===== src/rtl/psum_accum_act_if.sv =====
// Handshake bundle for psum_accum_act.
// Ports: input beat (in_valid, in_psum, bias) and
//   output FIFO head (out_valid, out_ready, out_data).
//   master = producer/consumer side, slave = accumulator side.
interface psum_accum_act_if #(
    parameter int IN_W  = 9,
    parameter int ACC_W = 16,
    parameter int OUT_W = 8
);
    logic             in_valid;
    logic [IN_W-1:0]  in_psum;
    logic [ACC_W-1:0] bias;
    logic             out_valid;
    logic             out_ready;
    logic [OUT_W-1:0] out_data;

    modport master (
        output in_valid, in_psum, bias, out_ready,
        input  out_valid, out_data
    );

    modport slave (
        input  in_valid, in_psum, bias, out_ready,
        output out_valid, out_data
    );
endinterface


===== src/rtl/psum_accum_act.sv =====
// Partial-sum accumulator: bias add, ReLU, shift, saturate, output FIFO.
// Ports: clk, rst (sync, active high), clr (drop partial neuron),
//   bus (psum_accum_act_if.slave), busy (mid-neuron), ovf_err (sticky drop).
// Option: PSUM_ACC_ROUND_EN selects round-half-up instead of truncating shift.
module psum_accum_act #(
    parameter int IN_W       = 9,
    parameter int ACC_W      = 16,
    parameter int CHUNK_CNT  = 4,
    parameter int SHIFT      = 2,
    parameter int OUT_W      = 8,
    parameter int FIFO_DEPTH = 2
) (
    input  logic              clk,
    input  logic              rst,
    input  logic              clr,
    psum_accum_act_if.slave   bus,
    output logic              busy,
    output logic              ovf_err
);
    localparam int CW = (CHUNK_CNT > 1) ? $clog2(CHUNK_CNT) : 1;
    localparam int PW = (FIFO_DEPTH > 1) ? $clog2(FIFO_DEPTH) : 1;
    localparam int NW = $clog2(FIFO_DEPTH + 1);

    localparam logic [CW-1:0] LAST_CNT = CW'(CHUNK_CNT - 1);
    localparam logic [PW-1:0] LAST_PTR = PW'(FIFO_DEPTH - 1);
    localparam logic [NW-1:0] FULL_CNT = NW'(FIFO_DEPTH);
    localparam logic [ACC_W-1:0] MAXV =
        {{(ACC_W - OUT_W){1'b0}}, {OUT_W{1'b1}}};

    typedef enum logic {IDLE, ACCUM} state_t;

    state_t           state;
    logic [CW-1:0]    cnt;
    logic [ACC_W-1:0] acc;

    logic [OUT_W-1:0] mem [FIFO_DEPTH];
    logic [PW-1:0]    rd_ptr;
    logic [PW-1:0]    wr_ptr;
    logic [NW-1:0]    count;
    logic [OUT_W-1:0] head_data;

    logic             first;
    logic             last;
    logic             push;
    logic             pop;
    logic             full;
    logic             take;
    logic             drop;
    logic [ACC_W-1:0] psum_ext;
    logic [ACC_W-1:0] sum;
    logic [ACC_W-1:0] shifted;
    logic [OUT_W-1:0] act;

    function automatic logic [PW-1:0] nxt(input logic [PW-1:0] p);
        return (p == LAST_PTR) ? '0 : p + 1'b1;
    endfunction

    // A beat arriving with clr starts a fresh neuron, so it takes the bias.
    assign psum_ext = ACC_W'(bus.in_psum);
    assign first    = clr || (state == IDLE);
    assign sum      = (first ? bus.bias : acc) + psum_ext;
    assign last     = first ? (CHUNK_CNT == 1) : (cnt == LAST_CNT);

`ifdef PSUM_ACC_ROUND_EN
    // Half an LSB of the shifted result; zero when SHIFT is 0.
    localparam logic [ACC_W:0] HALF_W =
        ({{ACC_W{1'b0}}, 1'b1} << SHIFT) >> 1;
    assign shifted = (sum + HALF_W[ACC_W-1:0]) >> SHIFT;
`else
    assign shifted = sum >> SHIFT;
`endif

    assign act = sum[ACC_W-1]    ? '0 :
                 (shifted > MAXV) ? '1 :
                 shifted[OUT_W-1:0];

    assign push = bus.in_valid && last;
    assign pop  = bus.out_valid && bus.out_ready;
    assign full = (count == FULL_CNT);
    assign take = push && (!full || pop);
    assign drop = push && full && !pop;

    assign bus.out_valid = (count != '0);
    assign bus.out_data  = head_data;

    always_ff @(posedge clk) begin
        if (rst) begin
            state <= IDLE;
            cnt   <= '0;
            acc   <= '0;
            busy  <= 1'b0;
        end else if (bus.in_valid) begin
            if (last) begin
                state <= IDLE;
                cnt   <= '0;
                busy  <= 1'b0;
            end else begin
                state <= ACCUM;
                acc   <= sum;
                cnt   <= first ? CW'(1) : cnt + 1'b1;
                busy  <= 1'b1;
            end
        end else if (clr) begin
            state <= IDLE;
            cnt   <= '0;
            busy  <= 1'b0;
        end
    end

    always_ff @(posedge clk) begin
        if (take) begin
            mem[wr_ptr] <= act;
        end
    end

    // head_data is the registered FIFO head; it keeps its value when
    // the FIFO drains so out_data stays stable.
    always_ff @(posedge clk) begin
        if (rst) begin
            rd_ptr    <= '0;
            wr_ptr    <= '0;
            count     <= '0;
            head_data <= '0;
            ovf_err   <= 1'b0;
        end else begin
            if (take) begin
                wr_ptr <= nxt(wr_ptr);
            end
            if (pop) begin
                rd_ptr <= nxt(rd_ptr);
            end
            if (take && !pop) begin
                count <= count + 1'b1;
            end else if (!take && pop) begin
                count <= count - 1'b1;
            end
            if (drop) begin
                ovf_err <= 1'b1;
            end
            if (pop) begin
                if (count != NW'(1)) begin
                    head_data <= mem[nxt(rd_ptr)];
                end else if (take) begin
                    head_data <= act;
                end
            end else if (take && count == '0) begin
                head_data <= act;
            end
        end
    end
endmodule

===== src/flat_wrapper.sv =====
// flat-port wrapper written by rule: the top's interface ports become plain ports
module psum_accum_act_flat 
#(
    parameter int IN_W       = 9,
    parameter int ACC_W      = 16,
    parameter int CHUNK_CNT  = 4,
    parameter int SHIFT      = 2,
    parameter int OUT_W      = 8,
    parameter int FIFO_DEPTH = 2
)
  (clk, rst, clr, busy, ovf_err, bus_in_valid, bus_in_psum, bus_bias, bus_out_ready, bus_out_valid, bus_out_data);
  psum_accum_act_if #(.IN_W(IN_W), .ACC_W(ACC_W), .OUT_W(OUT_W)) bus_i ();
  input  logic clk;
  input  logic rst;
  input  logic clr;
  output logic busy;
  output logic ovf_err;
  input wire logic [$bits(bus_i.in_valid)-1:0] bus_in_valid;
  input wire logic [$bits(bus_i.in_psum)-1:0] bus_in_psum;
  input wire logic [$bits(bus_i.bias)-1:0] bus_bias;
  input wire logic [$bits(bus_i.out_ready)-1:0] bus_out_ready;
  output wire logic [$bits(bus_i.out_valid)-1:0] bus_out_valid;
  output wire logic [$bits(bus_i.out_data)-1:0] bus_out_data;
  assign bus_i.in_valid = bus_in_valid;
  assign bus_i.in_psum = bus_in_psum;
  assign bus_i.bias = bus_bias;
  assign bus_i.out_ready = bus_out_ready;
  assign bus_out_valid = bus_i.out_valid;
  assign bus_out_data = bus_i.out_data;
  psum_accum_act #(.IN_W(IN_W), .ACC_W(ACC_W), .CHUNK_CNT(CHUNK_CNT), .SHIFT(SHIFT), .OUT_W(OUT_W), .FIFO_DEPTH(FIFO_DEPTH)) u_core (.clk(clk), .rst(rst), .clr(clr), .bus(bus_i), .busy(busy), .ovf_err(ovf_err));
endmodule

===== config.mk =====
export PLATFORM = sky130hd
export DESIGN_NAME = psum_accum_act_flat
export DESIGN_NICKNAME = d
export VERILOG_FILES = /design/src/rtl/psum_accum_act_if.sv /design/src/rtl/psum_accum_act.sv /design/src/flat_wrapper.sv
export SDC_FILE = /design/constraint.sdc
export NUM_CORES = 1
export LEC_CHECK = 0
export ABC_CLOCK_PERIOD_IN_PS = 5230
export CELL_PAD_IN_SITES_DETAIL_PLACEMENT = 1
export CELL_PAD_IN_SITES_GLOBAL_PLACEMENT = 2
export CORE_ASPECT_RATIO = 1.25
export CORE_MARGIN = 2
export CORE_UTILIZATION = 34
export CTS_CLUSTER_SIZE = 30
export DETAILED_ROUTE_END_ITERATION = 16
export MAX_ROUTING_LAYER = met4
export PLACE_DENSITY_LB_ADDON = 0.25
export SLEW_MARGIN = 20
export SYNTH_ARGS = -nofsm -noshare
export SYNTH_HDL_FRONTEND = slang
export SYNTH_SLANG_ARGS = --single-unit
export TNS_END_PERCENT = 30

===== constraint.sdc =====
create_clock -name clk -period 5.23 [get_ports clk]
set_input_delay 0.7845 -clock clk [delete_from_list [all_inputs] [get_ports clk]]
set_output_delay 0.7845 -clock clk [all_outputs]
set_load 0.005 [all_outputs]

==> impl_metrics.tcl, run 1 <==
set metrics [dict create \
    synthFlopType "dfxtp_1" \
    clk_pin_slew_ps 90 \
    grt_setup_unrepaired "no" \
    die_y_um 110 \
    top_usage_layer "met2" \
    ctsHoldBuffers 0 \
    synth_top_family_by_area "compound AO/OA/AOI/OAI gates" \
    run_status "finished clean" \
    cp.depth 15 \
    wl_mm 8.19 \
    ys_ff_latch 48 \
    grt_pass1_wl_mm 13.4 \
    finalSetupViolations 0 \
    ant_nets 0 \
    vias 2642 \
    synth_compound_area_share_pct 21.8 \
    ys_seq_area_share_pct 37.0 \
    yosys_warnings 0 \
    finClkSkew_ps 3.81 \
    hold_viol 0 \
    numCtsBuffers 5 \
    cap_viol_max_count 0 \
    core-area_um2 8650 \
    grt_overflow 0 \
    cp.arrival_ps 4450 \
    place_congestion 0.836 \
    grt_use_met1_pct 21.5 \
    fillCellCount 1041 \
    routed_via_density 5.28 \
    hp-start "u_core.acc[0]" \
    p_per_area_nw_per_um2 254 \
    grt_pass1_vias 2692 \
    clock_latency_ps 300 \
    drv_slew 0 \
    clock_path_buffers 2 \
    grtUsageMet3_pct 3.00 \
    dpl.hpwl_mm 6.29 \
    worst-path-max-fanout 6 \
    ir_worst_vdd_uv 111 \
    die_area_um2 9690 \
    tightest_slew_ps 993 \
    crit_chain "clkdlybuf4s50_1 > nor2b_1 > buf_4 > nand2_1 > nand2_1 > ha_1 > inv_1 > fa_1 > nand2b_1 > a211oi_1 > o22ai_1 > or2_2 > o21a_1 > nor4_1 > nor2_1" \
    grt_use_total_pct 18.7 \
    crit_top_cell "nand2_1" \
    ctsHtreeMaxLevel 2 \
    cts_resized 0 \
    critPathLaunch "clr" \
    cts_setup_buffers 0 \
    path_buf_inv 3 \
    cts_tree "done" \
    cp-start-kind "input pin" \
    drc 0 \
    dr.pass1.iters 4 \
    fmax_ghz 0.227 \
    postSynthCellCount 343 \
    rows 38 \
    cts.sinks 48 \
    grt_antenna_before_repair 0 \
    period_share_pct 84.2 \
    crit_family "simple AND/OR/NAND/NOR gates" \
    ys_types 60 \
    fin_crit_ps 4400 \
    diodes 0 \
    drive_above_1_share_pct 8.95 \
    boundaryPins 41 \
    io_buffers 40 \
    fin_nets 425 \
    hold_class "reg2reg" \
    syn_avg_cell_area_um2 8.84 \
    worstSetupPathType "in2reg" \
    use_met2_pct 32.7 \
    fin_util_pct 41.9 \
    crit_required_ps 5270 \
    avgRoutedWirePerCell_um 16.4 \
    netlist_area_um2 3030 \
    die_x_um 88.5 \
    tns_ps 0 \
    synthMuxAreaShare_pct 6.81 \
    slowest_stage "clkdlybuf4s50_1" \
    grt_max_degree 34 \
    synth_xor_area_share_pct 3.71 \
    max_stage_delay_ps 500 \
    endpoint_kind "flip-flop" \
    reg2regPathDepth 14 \
    reg2reg_from "u_core.busy" \
    leakagePower_uw 0.00140 \
    drtIter0Drc 63 \
    syn_to_final_growth_pct 19.6 \
    start_util_pct 35.0 \
    synthAdderAreaFrac_pct 6.85 \
    slew_headroom_pct 33.8 \
    synth_edf_count 16 \
    cts_root_buffer "clkbuf_8" \
    async_flop_share_pct 0 \
    synth-simple-area-share_pct 20.4 \
    holdPathStages 2 \
    synth_nets 389 \
]
## layout by cell type (no fill, tap or decap), types with 4 or more instances in the layout
| cell | instances |
|---|---|
| inv_1 | 9 |
| mux2i_1 | 8 |
| edfxtp_1 | 16 |
| xor2_1 | 4 |
| buf_4 | 4 |
| nor4_1 | 4 |
| a211oi_1 | 9 |
| o22ai_1 | 6 |
| o21ai_0 | 11 |
| nand2b_1 | 5 |
| nand3_1 | 5 |
| nand2_1 | 64 |
| dfxtp_1 | 32 |
| xnor2_1 | 7 |
| a22oi_1 | 7 |
| clkdlybuf4s50_1 | 40 |
| nor2_1 | 30 |
| a21o_1 | 6 |
| clkbuf_8 | 5 |
| mux2_2 | 6 |
| a21oi_1 | 26 |
| ha_1 | 15 |
## state kept, by name (all words and copies together), names as in the netlist
register and cells:
u_core.acc 16, u_core.mem 16, u_core.bus.out_data 8, u_core.cnt 2
u_core.count 2, u_core.busy 1, u_core.ovf_err 1, u_core.rd_ptr 1
u_core.wr_ptr 1
## synthesized netlist by cell type, types with 4 or more instances
library cell | number | share of area [%]
nand2_1 | 64 | 7.9
dfxtp_1 | 32 | 21
nor2_1 | 30 | 3.7
a21oi_1 | 26 | 4.3
edfxtp_1 | 16 | 16
ha_1 | 15 | 6.2
clkbuf_1 | 12 | 1.5
o21ai_0 | 11 | 1.8
a211oi_1 | 9 | 2.2
inv_1 | 9 | 1.1
mux2i_1 | 8 | 2.6
a22oi_1 | 7 | 1.7
xnor2_1 | 7 | 2.0
a21o_1 | 6 | 1.5
mux2_2 | 6 | 2.2
o22ai_1 | 6 | 1.2
nand2b_1 | 5 | 1.0
nand3_1 | 5 | 0.83
nor4_1 | 4 | 0.83
xor2_1 | 4 | 1.2
## worst register-to-register path, cell delays in order (launching register included)
cell	delay, ps
dfxtp_1	470
nor2b_1	290
buf_4	200
nand2_1	60
nand2_1	50
ha_1	200
inv_1	70
fa_1	390
nand2b_1	190
a211oi_1	340
o22ai_1	200
or2_2	330
o21a_1	300
nor4_1	460
nor2_1	100
## per-stage QoR
stage / power (µW) / setup slack [ps] / cells / area [µm²] / hold slack [ps]
after floorplan: 613 / 1300 / 343 / 3030 / 436
after global placement: 704 / 653 / 492 / 3540 / 444
after detailed placement: 708 / 525 / 492 / 3540 / 454
after CTS: 934 / 806 / 500 / 3630 / 468
after global routing: 981 / 499 / 500 / 3630 / 499
final: 921 / 826 / 500 / 3630 / 465
## cell type report
class,instances,area (µm²),share of cell area [%]
Clock buffer,6,72.6,2.00
Timing Repair Buffer,44,430,11.9
Multi-Input combinational cell,271,1810,49.8
Inverter,9,33.8,0.932
Sequential cell,48,1120,30.9
Tap cell,120,150,4.14
Clock inverter,2,12.5,0.345
## path summary, 6_finish.rpt
check / endpoint / slack [ps]
worst min-delay path: u_core.acc[0] / 460
worst max-delay path: u_core.mem[0][0] / 830
worst max register to register: u_core.mem[0][0] / 1320
worst min register to register: u_core.acc[0] / 460
## cells by family (layout without fill, tap and decap cells)
family	after synthesis	after routing
DFF	48	48
buffers and inverters	24	61
adders and majority gates	16	16
xor gates and xnor gates	12	12
AOI/OAI and AO/OA	93	93
and+or+nand+nor	132	132
muxes	18	18
## where the power goes
group	total, µW	internal, µW	switching (µW)
Clock	223	93.8	129
Sequential	425	408	17.6
Combinational	273	121	152
## layer usage
| metal | wire [µm] | vias to the layer above | share of wire [%] |
|---|---|---|---|
| met2 | 4260 | 48 | 52 |
| met4 | 163 | 0 | 2.0 |
| li1 | - | 1302 | - |
| met5 | 0 | - | 0 |
| met3 | 259 | 14 | 3.2 |
| met1 | 3510 | 1278 | 43 |
Note: power is estimated with default switching activity, not from simulation.
==> run 2: changes to the inputs <==
--- a/config.mk
+++ b/config.mk
@@ -5,12 +5,12 @@
 export SDC_FILE = /design/constraint.sdc
 export NUM_CORES = 1
 export LEC_CHECK = 0
-export ABC_CLOCK_PERIOD_IN_PS = 5230
+export ABC_CLOCK_PERIOD_IN_PS = 3850
 export CELL_PAD_IN_SITES_DETAIL_PLACEMENT = 1
 export CELL_PAD_IN_SITES_GLOBAL_PLACEMENT = 2
 export CORE_ASPECT_RATIO = 1.25
 export CORE_MARGIN = 2
-export CORE_UTILIZATION = 34
+export CORE_UTILIZATION = 30
 export CTS_CLUSTER_SIZE = 30
 export DETAILED_ROUTE_END_ITERATION = 16
 export MAX_ROUTING_LAYER = met4
==> constraint.sdc (replaced) <==
create_clock -name clk -period 3.85 [get_ports clk]
set_input_delay 0.5775 -clock clk [delete_from_list [all_inputs] [get_ports clk]]
set_output_delay 0.5775 -clock clk [all_outputs]
set_load 0.005 [all_outputs]
==> impl_metrics.tcl, run 2 (synthesized netlist as in run 1, its figures left out) <==
set metrics [dict create \
    grt_use_total_pct 17.8 \
    grt_max_degree 33 \
    grt_pass1_vias 2848 \
    core-area_um2 9950 \
    cp.arrival_ps 3880 \
    tightest_slew_ps 1030 \
    boundaryPins 41 \
    dr.pass1.iters 4 \
    whs_ps 459 \
    avgRoutedWirePerCell_um 16.5 \
    drc 0 \
    crit_top_cell "buf_4" \
    top_usage_layer "met2" \
    crit_required_ps 4070 \
    grt_pass1_wl_mm 14.5 \
    cap_viol_max_count 0 \
    worst_slack_ps 192 \
    cts_root_buffer "clkbuf_16" \
    run_status "finished clean" \
    clock_path_buffers 2 \
    drv_slew 0 \
    fin_crit_ps 3660 \
    endpoint_kind "flip-flop" \
    slew_headroom_pct 31.2 \
    crit_chain "clkdlybuf4s50_1 > nor2b_1 > buf_4 > buf_12 > nand2_1 > nand2_1 > ha_1 > a21o_1 > a211oi_1 > buf_4 > nor2_2 > buf_4 > a41o_1 > o22ai_4 > nor3_4 > buf_4 > buf_4 > a211oi_2" \
    ir_worst_vdd_uv 152 \
    finalSetupViolations 0 \
    grt_overflow 0 \
    fin_util_pct 40.6 \
    p_per_area_nw_per_um2 375 \
    cts_tree "done" \
    rows 41 \
    grt_setup_unrepaired "yes" \
    wl_mm 8.94 \
    die_area_um2 10900 \
    ant_nets 0 \
    die_y_um 116 \
    vias 2721 \
    dp.cells 533 \
    fmax_ghz 0.273 \
    ctsHtreeMaxLevel 2 \
    place_congestion 0.763 \
    path_buf_inv 7 \
    use_met2_pct 32.2 \
    crit_family "buffers and inverters" \
    slowest_stage "clkdlybuf4s50_1" \
    numCtsBuffers 5 \
    stdcell_count 542 \
    preCtsSetupSlack_ps -322 \
    diodes 0 \
    die_x_um 93.9 \
    drive_above_1_share_pct 18.4 \
    finClkSkew_ps 3.51 \
    drtIter0Drc 82 \
    io_buffers 40 \
    leakagePower_uw 0.00161 \
    clock_latency_ps 290 \
    clk_pin_slew_ps 70 \
    final_common_cell "nand2_1" \
    cp-start-kind "input pin" \
    max_stage_delay_ps 550 \
    fin_nets 458 \
    start_util_pct 30.5 \
    grtUsageMet3_pct 1.94 \
    routed_via_density 5.02 \
    syn_to_final_growth_pct 33.4 \
    grt_use_met1_pct 20.1 \
    dpl.hpwl_mm 7.03 \
    period_share_pct 95.0 \
    hold_viol 0 \
    cts.sinks 48 \
    fillCellCount 1177 \
    worstSetupPathType "in2reg" \
    grt_antenna_before_repair 0 \
    ctsHoldBuffers 0 \
    hold_class "reg2reg" \
    final_cell_mix "nand2_1 (64), clkdlybuf4s50_1 (40), buf_4 (35)" \
    worst-path-max-fanout 7 \
]
run 2: changes by cell type in the layout (fill, tap and decap cells not counted), moves of 2 or more:
cell and change:
nor4_2 +4, nor4_1 -4, buf_4 +31, buf_12 +2
clkbuf_16 +5, clkbuf_8 -5
run 2: layout make-up:
| cell class | instances | area (µm²) | share of cell area [%] |
|---|---|---|---|
| clock inverters | 3 | 42.5 | 1.05 |
| flip-flops and latches | 48 | 1120 | 27.7 |
| repair buffers | 77 | 703 | 17.4 |
| well taps | 129 | 161 | 3.99 |
| clock buffers | 5 | 125 | 3.09 |
| inverters | 9 | 33.8 | 0.835 |
| multi-input cells | 271 | 1860 | 45.9 |
run 2: timing repair:
| item | CTS | global route |
|---|---|---|
| pin swaps | 0 | 1 |
| setup buffers | 0 | 1 |
| endpoints found under the setup margin | 4 | 24 |
| resized for setup | 2 | 8 |
run 2: stage by stage:
step                      area, µm²  power (µW)  setup TNS (ps)
final                          4040        1520               0
after detailed placement       3820        1020           -5700
after CTS                      4000        1520           -17.7
after global routing           4040        1600            -280
after floorplan                3030         833               0
after global placement         3820        1010           -3700
run 2: worst reg2reg max path, delay by kind of cell, from the launching register on:
kind | cells | cell delay [ps]
AOI/OAI and AO/OA | 3 | 650
adders and majority gates | 2 | 570
buffers and inverters | 2 | 240
DFF | 1 | 420
and+or+nand+nor | 7 | 1190
run 2: power by group:
part / total, µW / switching [µW] / internal (µW)
logic: 436 / 231 / 205
clock network: 503 / 197 / 306
registers: 579 / 24.0 / 555
run 2: final timing paths:
check / startpoint / endpoint / slack (ps) / cells past startpoint
setup / recovery: clr / u_core.bus.out_data[5] / 190 / 18
hold / removal: u_core.acc[15] / u_core.acc[15] / 460 / 2
setup reg to reg: u_core.busy / u_core.mem[0][1] / 530 / 14
hold reg to reg: u_core.acc[15] / u_core.acc[15] / 460 / 2
run 2: layer usage:
layer	part of all wire, %	up-vias
li1	-	1370
met1	43	1308
met2	53	34
met3	1.7	9
met4	2.0	0
met5	0	-
==> run 3: changes to the inputs <==
--- a/config.mk
+++ b/config.mk
@@ -5,12 +5,12 @@
 export SDC_FILE = /design/constraint.sdc
 export NUM_CORES = 1
 export LEC_CHECK = 0
-export ABC_CLOCK_PERIOD_IN_PS = 3850
+export ABC_CLOCK_PERIOD_IN_PS = 3900
 export CELL_PAD_IN_SITES_DETAIL_PLACEMENT = 1
 export CELL_PAD_IN_SITES_GLOBAL_PLACEMENT = 2
 export CORE_ASPECT_RATIO = 1.25
 export CORE_MARGIN = 2
-export CORE_UTILIZATION = 30
+export CORE_UTILIZATION = 34
 export CTS_CLUSTER_SIZE = 30
 export DETAILED_ROUTE_END_ITERATION = 16
 export MAX_ROUTING_LAYER = met4
==> constraint.sdc (replaced) <==
create_clock -name clk -period 3.9 [get_ports clk]
set_input_delay 0.585 -clock clk [delete_from_list [all_inputs] [get_ports clk]]
set_output_delay 0.585 -clock clk [all_outputs]
set_load 0.005 [all_outputs]
==> impl_metrics.tcl, run 3 (synthesized netlist as in run 1, its figures left out) <==
set metrics [dict create \
    rows 38 \
    fillCellCount 1052 \
    stdcell_count 534 \
    use_met2_pct 33.5 \
    boundaryPins 41 \
    dpl.hpwl_mm 6.77 \
    leakagePower_uw 0.00159 \
    p_per_area_nw_per_um2 346 \
    die_x_um 88.5 \
    r2r_slack_ps 510 \
    finalPower_uw 1370 \
    hold_viol 0 \
    grt_setup_unrepaired "no" \
    die_y_um 110 \
    grt_max_degree 34 \
    clock_path_buffers 2 \
    top_usage_layer "met2" \
    worstSetupPathType "in2reg" \
    grt_use_met1_pct 22.5 \
    drc 0 \
    dr.pass1.iters 4 \
    syn_to_final_growth_pct 31.0 \
    io_buffers 40 \
    grt_pass1_vias 2776 \
    grt_overflow 0 \
    ctsHoldBuffers 0 \
    endpoint_kind "flip-flop" \
    reg2reg_from "u_core.busy" \
    core-area_um2 8650 \
    fin_util_pct 45.9 \
    cts_tree "done" \
    cts.sinks 48 \
    fmax_ghz 0.271 \
    cap_viol_max_count 0 \
    start_util_pct 35.0 \
    place_congestion 0.832 \
    grt_pass1_wl_mm 13.8 \
    numCtsBuffers 5 \
    tightest_slew_ps 999 \
    final_cell_mix "nand2_1 (64), clkdlybuf4s50_1 (40), buf_4 (36)" \
    drv_slew 0 \
    grt_use_total_pct 19.0 \
    finalSetupViolations 0 \
    period_share_pct 94.7 \
    cp-start-kind "input pin" \
    clk_pin_slew_ps 100 \
    hold_class "reg2reg" \
    ir_worst_vdd_uv 194 \
    grt_antenna_before_repair 0 \
    dp.cells 525 \
    routed_via_density 5.17 \
    cts_root_buffer "clkbuf_8" \
    ant_nets 0 \
    hp-start "u_core.acc[4]" \
    crit_required_ps 3940 \
    whs_ps 467 \
    critPathLaunch "clr" \
    final_common_cell "nand2_1" \
    ctsHtreeMaxLevel 2 \
    slew_headroom_pct 33.4 \
    diodes 0 \
    finClkSkew_ps 9.33 \
    wl_mm 8.60 \
    grtUsageMet3_pct 2.40 \
    avgRoutedWirePerCell_um 16.1 \
    drtIter0Drc 94 \
    run_status "finished clean" \
    die_area_um2 9690 \
    fin_crit_ps 3690 \
    cp.arrival_ps 3730 \
    drive_above_1_share_pct 17.9 \
    clock_latency_ps 310 \
    worst-path-max-fanout 7 \
    fin_nets 459 \
    vias 2760 \
]
==> run 3: changes by cell type in the layout (fill, tap and decap cells not counted), moves of 2 or more <==
cell	delta
nor4_2	-2
clkbuf_16	-5
nor4_1	+2
o21ai_0	-2
clkbuf_8	+5
o21ai_1	+2
==> run 3: path summary, 6_finish.rpt <==
check,to,cells past startpoint
setup / recovery,u_core.mem[0][3],15
hold reg to reg,u_core.acc[4],2
setup reg to reg,u_core.mem[0][3],14
hold / removal,u_core.acc[4],2
==> run 3: critical path, stage by stage <==
cell and delay (ps):
clkdlybuf4s50_1 480, nor2b_1 140, buf_4 160, nand2_1 60
nand2_1 60, ha_1 190, inv_1 60, fa_1 370
nand2b_1 180, a211oi_2 210, o22ai_1 140, or2_2 300
o21a_1 290, nor3_4 350, a21oi_1 150
==> run 3: where the power goes <==
| group | leakage, µW | internal, µW | total (µW) | switching, µW |
|---|---|---|---|---|
| Clock | 0.0000548 | 193 | 377 | 184 |
| Sequential | 0.000405 | 547 | 570 | 22.7 |
| Combinational | 0.00113 | 204 | 427 | 224 |
| Total | 0.00159 | 944 | 1370 | 430 |
==> run 3: per-layer routing <==
metal / vias up / share of wire [%]
met4: 0 / 1.3
li1: 1372 / -
met3: 9 / 2.0
met2: 42 / 52
met5: - / 0
met1: 1337 / 44
==> run 3: area by class of cell <==
type	instances	area [µm²]	area share, %
Tap cell	120	150	3.78
Timing Repair Buffer	78	711	17.9
Sequential cell	48	1120	28.2
Clock inverter	3	46.3	1.17
Multi-Input combinational cell	271	1840	46.3
Inverter	9	33.8	0.851
Clock buffer	5	68.8	1.73
==> run 3: repair_timing <==
action | CTS | global route
hold endpoints to repair | 0 | 0
buffers inserted | 0 | 1
endpoints found under the setup margin | 0 | 19
gates resized for setup | 0 | 8
==> run 3: stage by stage <==
step	instance area [µm²]	TNS (ps)	setup WS, ps
after floorplan	3030	0	174
after global placement	3810	-1800	-111
after detailed placement	3810	-3420	-246
after CTS	3930	0	79.3
after global routing	3970	0	3.72
final	3970	0	208
